===== config.mk =====
export PLATFORM = sky130hd
export DESIGN_NAME = mult_dot_accumulator
export DESIGN_NICKNAME = d
export VERILOG_FILES = /design/src/rtl/mult_dot_accumulator.sv
export SDC_FILE = /design/constraint.sdc
export NUM_CORES = 1
export LEC_CHECK = 0
export CORE_UTILIZATION = 55
export DETAILED_ROUTE_END_ITERATION = 7
export GPL_ROUTABILITY_DRIVEN = 0
export PLACE_DENSITY = 0.79
export SKIP_CTS_REPAIR_TIMING = 1
export SLEW_MARGIN = 20
export SYNTH_ARGS = -nofsm -noshare
export SYNTH_HDL_FRONTEND = slang
export SYNTH_SLANG_ARGS = --single-unit

===== constraint.sdc =====
create_clock -name clk -period 7.1 [get_ports clk]
set_clock_uncertainty 0.2 [all_clocks]
set_input_delay 0.71 -clock clk [delete_from_list [all_inputs] [get_ports clk]]
set_output_delay 0.71 -clock clk [all_outputs]
set_load 0.005 [all_outputs]

===== src/rtl/mult_dot_accumulator.sv =====
// Sums the array multiplier's product stream into dot-product results. Operand-side
// valid/last tags are delayed to line up with their products, since the multiplier carries no framing.
module mult_dot_accumulator #(
    parameter int WIDTH     = 8,
    parameter int LATENCY   = 8,
    parameter int ACC_WIDTH = 20,
    parameter int CNT_WIDTH = 8
) (
    input  logic                 clk,
    input  logic                 rst_n,
    input  logic                 op_valid,
    input  logic                 op_last,
    input  logic [WIDTH-1:0]     prod,
    output logic [ACC_WIDTH-1:0] res_data,
    output logic [CNT_WIDTH-1:0] res_count,
    output logic                 res_ovf,
    output logic                 res_valid,
    input  logic                 res_ready,
    output logic                 overrun,
    output logic                 dbg_state
);
    typedef enum logic {IDLE = 1'b0, ACCUM = 1'b1} state_t;
    state_t state, state_nxt;

    logic [LATENCY-1:0]   v_sr, l_sr;
    logic                 v_al, l_al;
    logic [ACC_WIDTH-1:0] acc, acc_nxt, base_acc, sum;
    logic [ACC_WIDTH:0]   sum_wide;
    logic [CNT_WIDTH-1:0] cnt, cnt_nxt, base_cnt, term_cnt;
    logic                 gov, gov_nxt, base_gov, term_gov;
    logic                 sat, complete, load;

    // last is gated by valid on entry so an unqualified op_last never frames a group
    always_ff @(posedge clk or negedge rst_n) begin
        if (!rst_n) begin
            v_sr <= '0;
            l_sr <= '0;
        end else begin
            v_sr <= (v_sr << 1) | LATENCY'(op_valid);
            l_sr <= (l_sr << 1) | LATENCY'(op_last & op_valid);
        end
    end

    assign v_al = v_sr[LATENCY-1];
    assign l_al = l_sr[LATENCY-1];

    // In IDLE a term starts from zero, so one adder serves both the first and later terms
    always_comb begin
        base_acc = '0;
        base_cnt = '0;
        base_gov = 1'b0;
        case (state)
            ACCUM: begin
                base_acc = acc;
                base_cnt = cnt;
                base_gov = gov;
            end
            default: ;
        endcase
    end

    assign sum_wide = {1'b0, base_acc} + (ACC_WIDTH+1)'(prod);
    assign sat      = sum_wide[ACC_WIDTH];
    assign sum      = sat ? '1 : sum_wide[ACC_WIDTH-1:0];
    assign term_gov = base_gov | sat;
    assign term_cnt = (&base_cnt) ? base_cnt : base_cnt + CNT_WIDTH'(1);

    always_comb begin
        state_nxt = state;
        acc_nxt   = acc;
        cnt_nxt   = cnt;
        gov_nxt   = gov;
        complete  = 1'b0;
        if (v_al) begin
            if (l_al) begin
                complete  = 1'b1;
                state_nxt = IDLE;
                acc_nxt   = '0;
                cnt_nxt   = '0;
                gov_nxt   = 1'b0;
            end else begin
                state_nxt = ACCUM;
                acc_nxt   = sum;
                cnt_nxt   = term_cnt;
                gov_nxt   = term_gov;
            end
        end
    end

    always_ff @(posedge clk or negedge rst_n) begin
        if (!rst_n) begin
            state <= IDLE;
            acc   <= '0;
            cnt   <= '0;
            gov   <= 1'b0;
        end else begin
            state <= state_nxt;
            acc   <= acc_nxt;
            cnt   <= cnt_nxt;
            gov   <= gov_nxt;
        end
    end

    // Result handshake: a result transfers on any rising edge where res_valid and res_ready
    // are both high; while res_valid=1 and res_ready=0 the result fields hold steady. A
    // completion that finds the register full and not draining is dropped and flagged.
    assign load = complete & (~res_valid | res_ready);

    always_ff @(posedge clk or negedge rst_n) begin
        if (!rst_n) begin
            res_data  <= '0;
            res_count <= '0;
            res_ovf   <= 1'b0;
            res_valid <= 1'b0;
            overrun   <= 1'b0;
        end else begin
            if (load) begin
                res_data  <= sum;
                res_count <= term_cnt;
                res_ovf   <= term_gov;
            end
            if (load)
                res_valid <= 1'b1;
            else if (res_valid & res_ready)
                res_valid <= 1'b0;
            if (complete & ~load)
                overrun <= 1'b1;
        end
    end

    assign dbg_state = (state == ACCUM);

endmodule


==> impl_results.md <==
- Final ANT Viol Nets: 0
- Class of the worst hold path: flip-flop to flip-flop
- Post-Synth Adder-Cell Area: 0.0344
- Vias in the first global route: 2946
- Hpwl dp: 5.86 mm
- Largest family of logic cells by synthesized area: compound AO/OA/AOI/OAI gates
- Sw power: 0.412 mW
- Worst-case clock buffer depth: 2
- Core area: 0.00679 mm2
- Mux cell area share after synthesis: 0.00812
- Fillers: 552
- Area Overhead vs Synth: 19.3%
- CP Launch Type: input port
- Largest net degree at the start of global routing: 78
- Sequential share of power: 0.420
- Most frequent cells in the layout: 77 x dfrtp_1, 49 x nand2_1, 43 x clkdlybuf4s50_1
- TritonCTS Buffers: 9
- Distinct cell type count of the synthesized netlist: 54
- Commonest non-fill, non-tap cell in the layout: dfrtp_1
- Async SR Flop Fraction: 1.00
- Setup TNS: 0 ns
- Synth Area in Simple Gates: 0.174
- Max VDD drop: 0.183 mV
- Die boundary width: 85.7 um
- CTS tree: built
- Area share of the largest cell type after synthesis: 0.500
- Slew Limit Fails: 0
- R2r setup slk: 4.18 ns
- Compound-Gate Fraction of Synth Area: 0.224
- Slew headroom: 0.374
- Gr busiest metal: met2
- Clock share of power: 0.285
- Top Ports: 45
- Unrepaired setup endpoints after global routing: false
- FF-to-FF path depth: 10
- Crit share post-route: 0.422
- Worst-path fanout max: 10
- Internal: 0.927 mW
- Total gr overflow: 0
- Largest area contributor in the netlist: dfrtp_1
- Ys flop type: dfrtp_1
- Worst Max-Slew Pin Slew: 0.939 ns
- Die area: 0.00734 mm2
- Syn Std Cell Area: 0.00385 mm2
- Pwr dens: 292 mW/mm2
- Worst R2R End: cnt[3]
- Part of the power in combinational logic: 0.295
- Post-synthesis area per instance: 9.66 um2
- Met2 usage: 0.390
- YS warnings: 0
- Overall routing resource usage: 0.252
- Met1 track demand over resource: 0.344
- Via density: 5.91
- WP data required: 7.11 ns
- Leakage power: 1.89 nW
- Sequential share of the synthesized area: 0.500
- Clk_lat worst skew: 0.35 ns
- Vias: 3193
- Post-synthesis register bit count: 77
- Sw frac: 0.308
- Post-route minimum period: 2.99 ns
- Row count: 30
- Setup WS post-layout: 4.11 ns
- Xor/xnor cell area share of the yosys netlist: 0.0318
- DRC: 0
- Antenna violations before repair: 0
- Mapped Cells: 399
- Setup crit end kind: flip-flop
- H-tree depth: 3
- Starting Density: 0.567
- Hold Crit Depth: 0
- Hold Vio Cnt, Final: 0
- Clk root buf: clkbuf_8
- CTS sink count: 77
- # port buffers: 44
- DRT Pass-1 Iters: 5
- # setup viols final: 0
- Chip height: 85.7 um
- Nets: 462
- DRT Wirelength: 8.62 mm
- Fmax: 334 MHz
- Grt met3 use: 0.0577
- EDFF count, synth: 0
- Critical Path AT: 3.00 ns
- Initial DRC count: 227
- Hold wc startpoint: l_sr[6]
- WL per Instance: 16.0 um
- Share of layout cells above drive strength 1: 0.0653
- Setup slack at placement: 3.74 ns
- Outcome: completed
- Reg2reg start: dbg_state
- Worst Hold End: l_sr[7]
- Dominant cells by area after synthesis: dfrtp_1 50%, nand2_1 4.9%, o21ai_0 3.8%
- Mapped Nets: 422
- Max Cap Viol: 0
- Global-route wire length before repair: 14.3 mm
- Kind of critical path: input port to flip-flop
- Antenna cell count: 0
- Clock Pin Slew Worst Setup and Hold Paths: 0.08 ns
power by group through the flow:
| stage | Combinational [mW] | Clock, mW | Sequential [mW] |
|---|---|---|---|
| 2_1_floorplan | 0.242 | 0 | 0.564 |
| 3_3_place_gp | 0.384 | 0 | 0.569 |
| 3_5_place_dp | 0.394 | 0 | 0.571 |
| 4_1_cts | 0.397 | 0.386 | 0.563 |
| 5_1_grt | 0.440 | 0.403 | 0.574 |
| 6_report | 0.395 | 0.381 | 0.563 |
logic make-up after synthesis:
kind of cell	count (synthesis)
buf+inv	28
mux	3
fa+ha+maj	10
compound gates	128
xor+xnor	14
flops	77
simple gates	139
synthesized netlist by cell type, types with 3 or more instances:
| master | number |
|---|---|
| o2bb2ai_1 | 12 |
| o22ai_1 | 3 |
| o31ai_1 | 5 |
| and2_1 | 17 |
| a21o_1 | 7 |
| a311oi_1 | 3 |
| xor2_1 | 7 |
| nor2_1 | 24 |
| buf_1 | 3 |
| xnor2_1 | 7 |
| nand3_1 | 15 |
| a31oi_1 | 3 |
| nand2b_1 | 4 |
| dfrtp_1 | 77 |
| o311ai_0 | 3 |
| o21ai_1 | 4 |
| a21oi_1 | 26 |
| nor3_1 | 9 |
| o22a_1 | 6 |
| nand4_1 | 5 |
| o21ai_0 | 29 |
| inv_1 | 11 |
| o211ai_1 | 8 |
| nand2_1 | 50 |
| nor2b_1 | 3 |
| ha_1 | 9 |
| a22o_1 | 3 |
| clkbuf_1 | 12 |
per-layer routing:
metal | part of all wire | vias to the layer above | wire (um)
li1 | - | 1523 | -
met1 | 0.46 | 1530 | 3930
met2 | 0.47 | 116 | 4030
met3 | 0.055 | 24 | 470
met4 | 0.021 | 0 | 183
met5 | 0 | - | 0
layout make-up:
class | count | area [um2] | share of cell area
Inverter | 11 | 41.3 | 0.00899
Timing Repair Buffer | 46 | 453 | 0.0986
Multi-Input combinational cell | 294 | 1820 | 0.396
Clock inverter | 5 | 81.3 | 0.0177
Sequential cell | 77 | 1930 | 0.419
Clock buffer | 11 | 151 | 0.0330
Tap cell | 96 | 120 | 0.0261
metrics by stage:
| step | power, mW | cells | hold WS, ns | util | area [um2] |
|---|---|---|---|---|---|
| floorplan | 0.806 | 399 | 0.131 | - | 3850 |
| global placement | 0.952 | 524 | 0.132 | 0.642 | 4360 |
| detailed placement | 0.964 | 524 | 0.135 | 0.642 | 4360 |
| CTS | 1.35 | 540 | 0.152 | 0.676 | 4590 |
| global route | 1.42 | 540 | 0.159 | 0.676 | 4590 |
| finish | 1.34 | 540 | 0.148 | 0.676 | 4590 |
worst max-delay path, stage by stage:
cell and delay, ns:
clkdlybuf4s50_1 0.40, ha_1 0.24, fa_1 0.42, a211oi_1 0.31, o21ai_1 0.21, nand2_1 0.25
nor2_4 0.12, nand2_1 0.17, o311ai_0 0.16
registers in the layout, indices dropped and copies added (netlist names):
name / flops
acc: 20
res_data: 20
cnt: 8
l_sr: 8
res_count: 8
v_sr: 8
dbg_state: 1
gov: 1
overrun: 1
res_ovf: 1
res_valid: 1
how the worst max path moves through the flow:
stage	start	endpoint	slack, ns	cells after the start
2_1_floorplan	dbg_state	res_data[18]	4.00	12
3_3_place_gp	prod[0]	res_ovf	3.81	9
3_5_place_dp	prod[0]	acc[10]	3.74	9
4_1_cts	prod[0]	res_data[19]	4.12	9
5_1_grt	prod[0]	acc[10]	3.98	9
6_report	prod[0]	acc[10]	4.11	9
(Power assumes the default switching activity.)
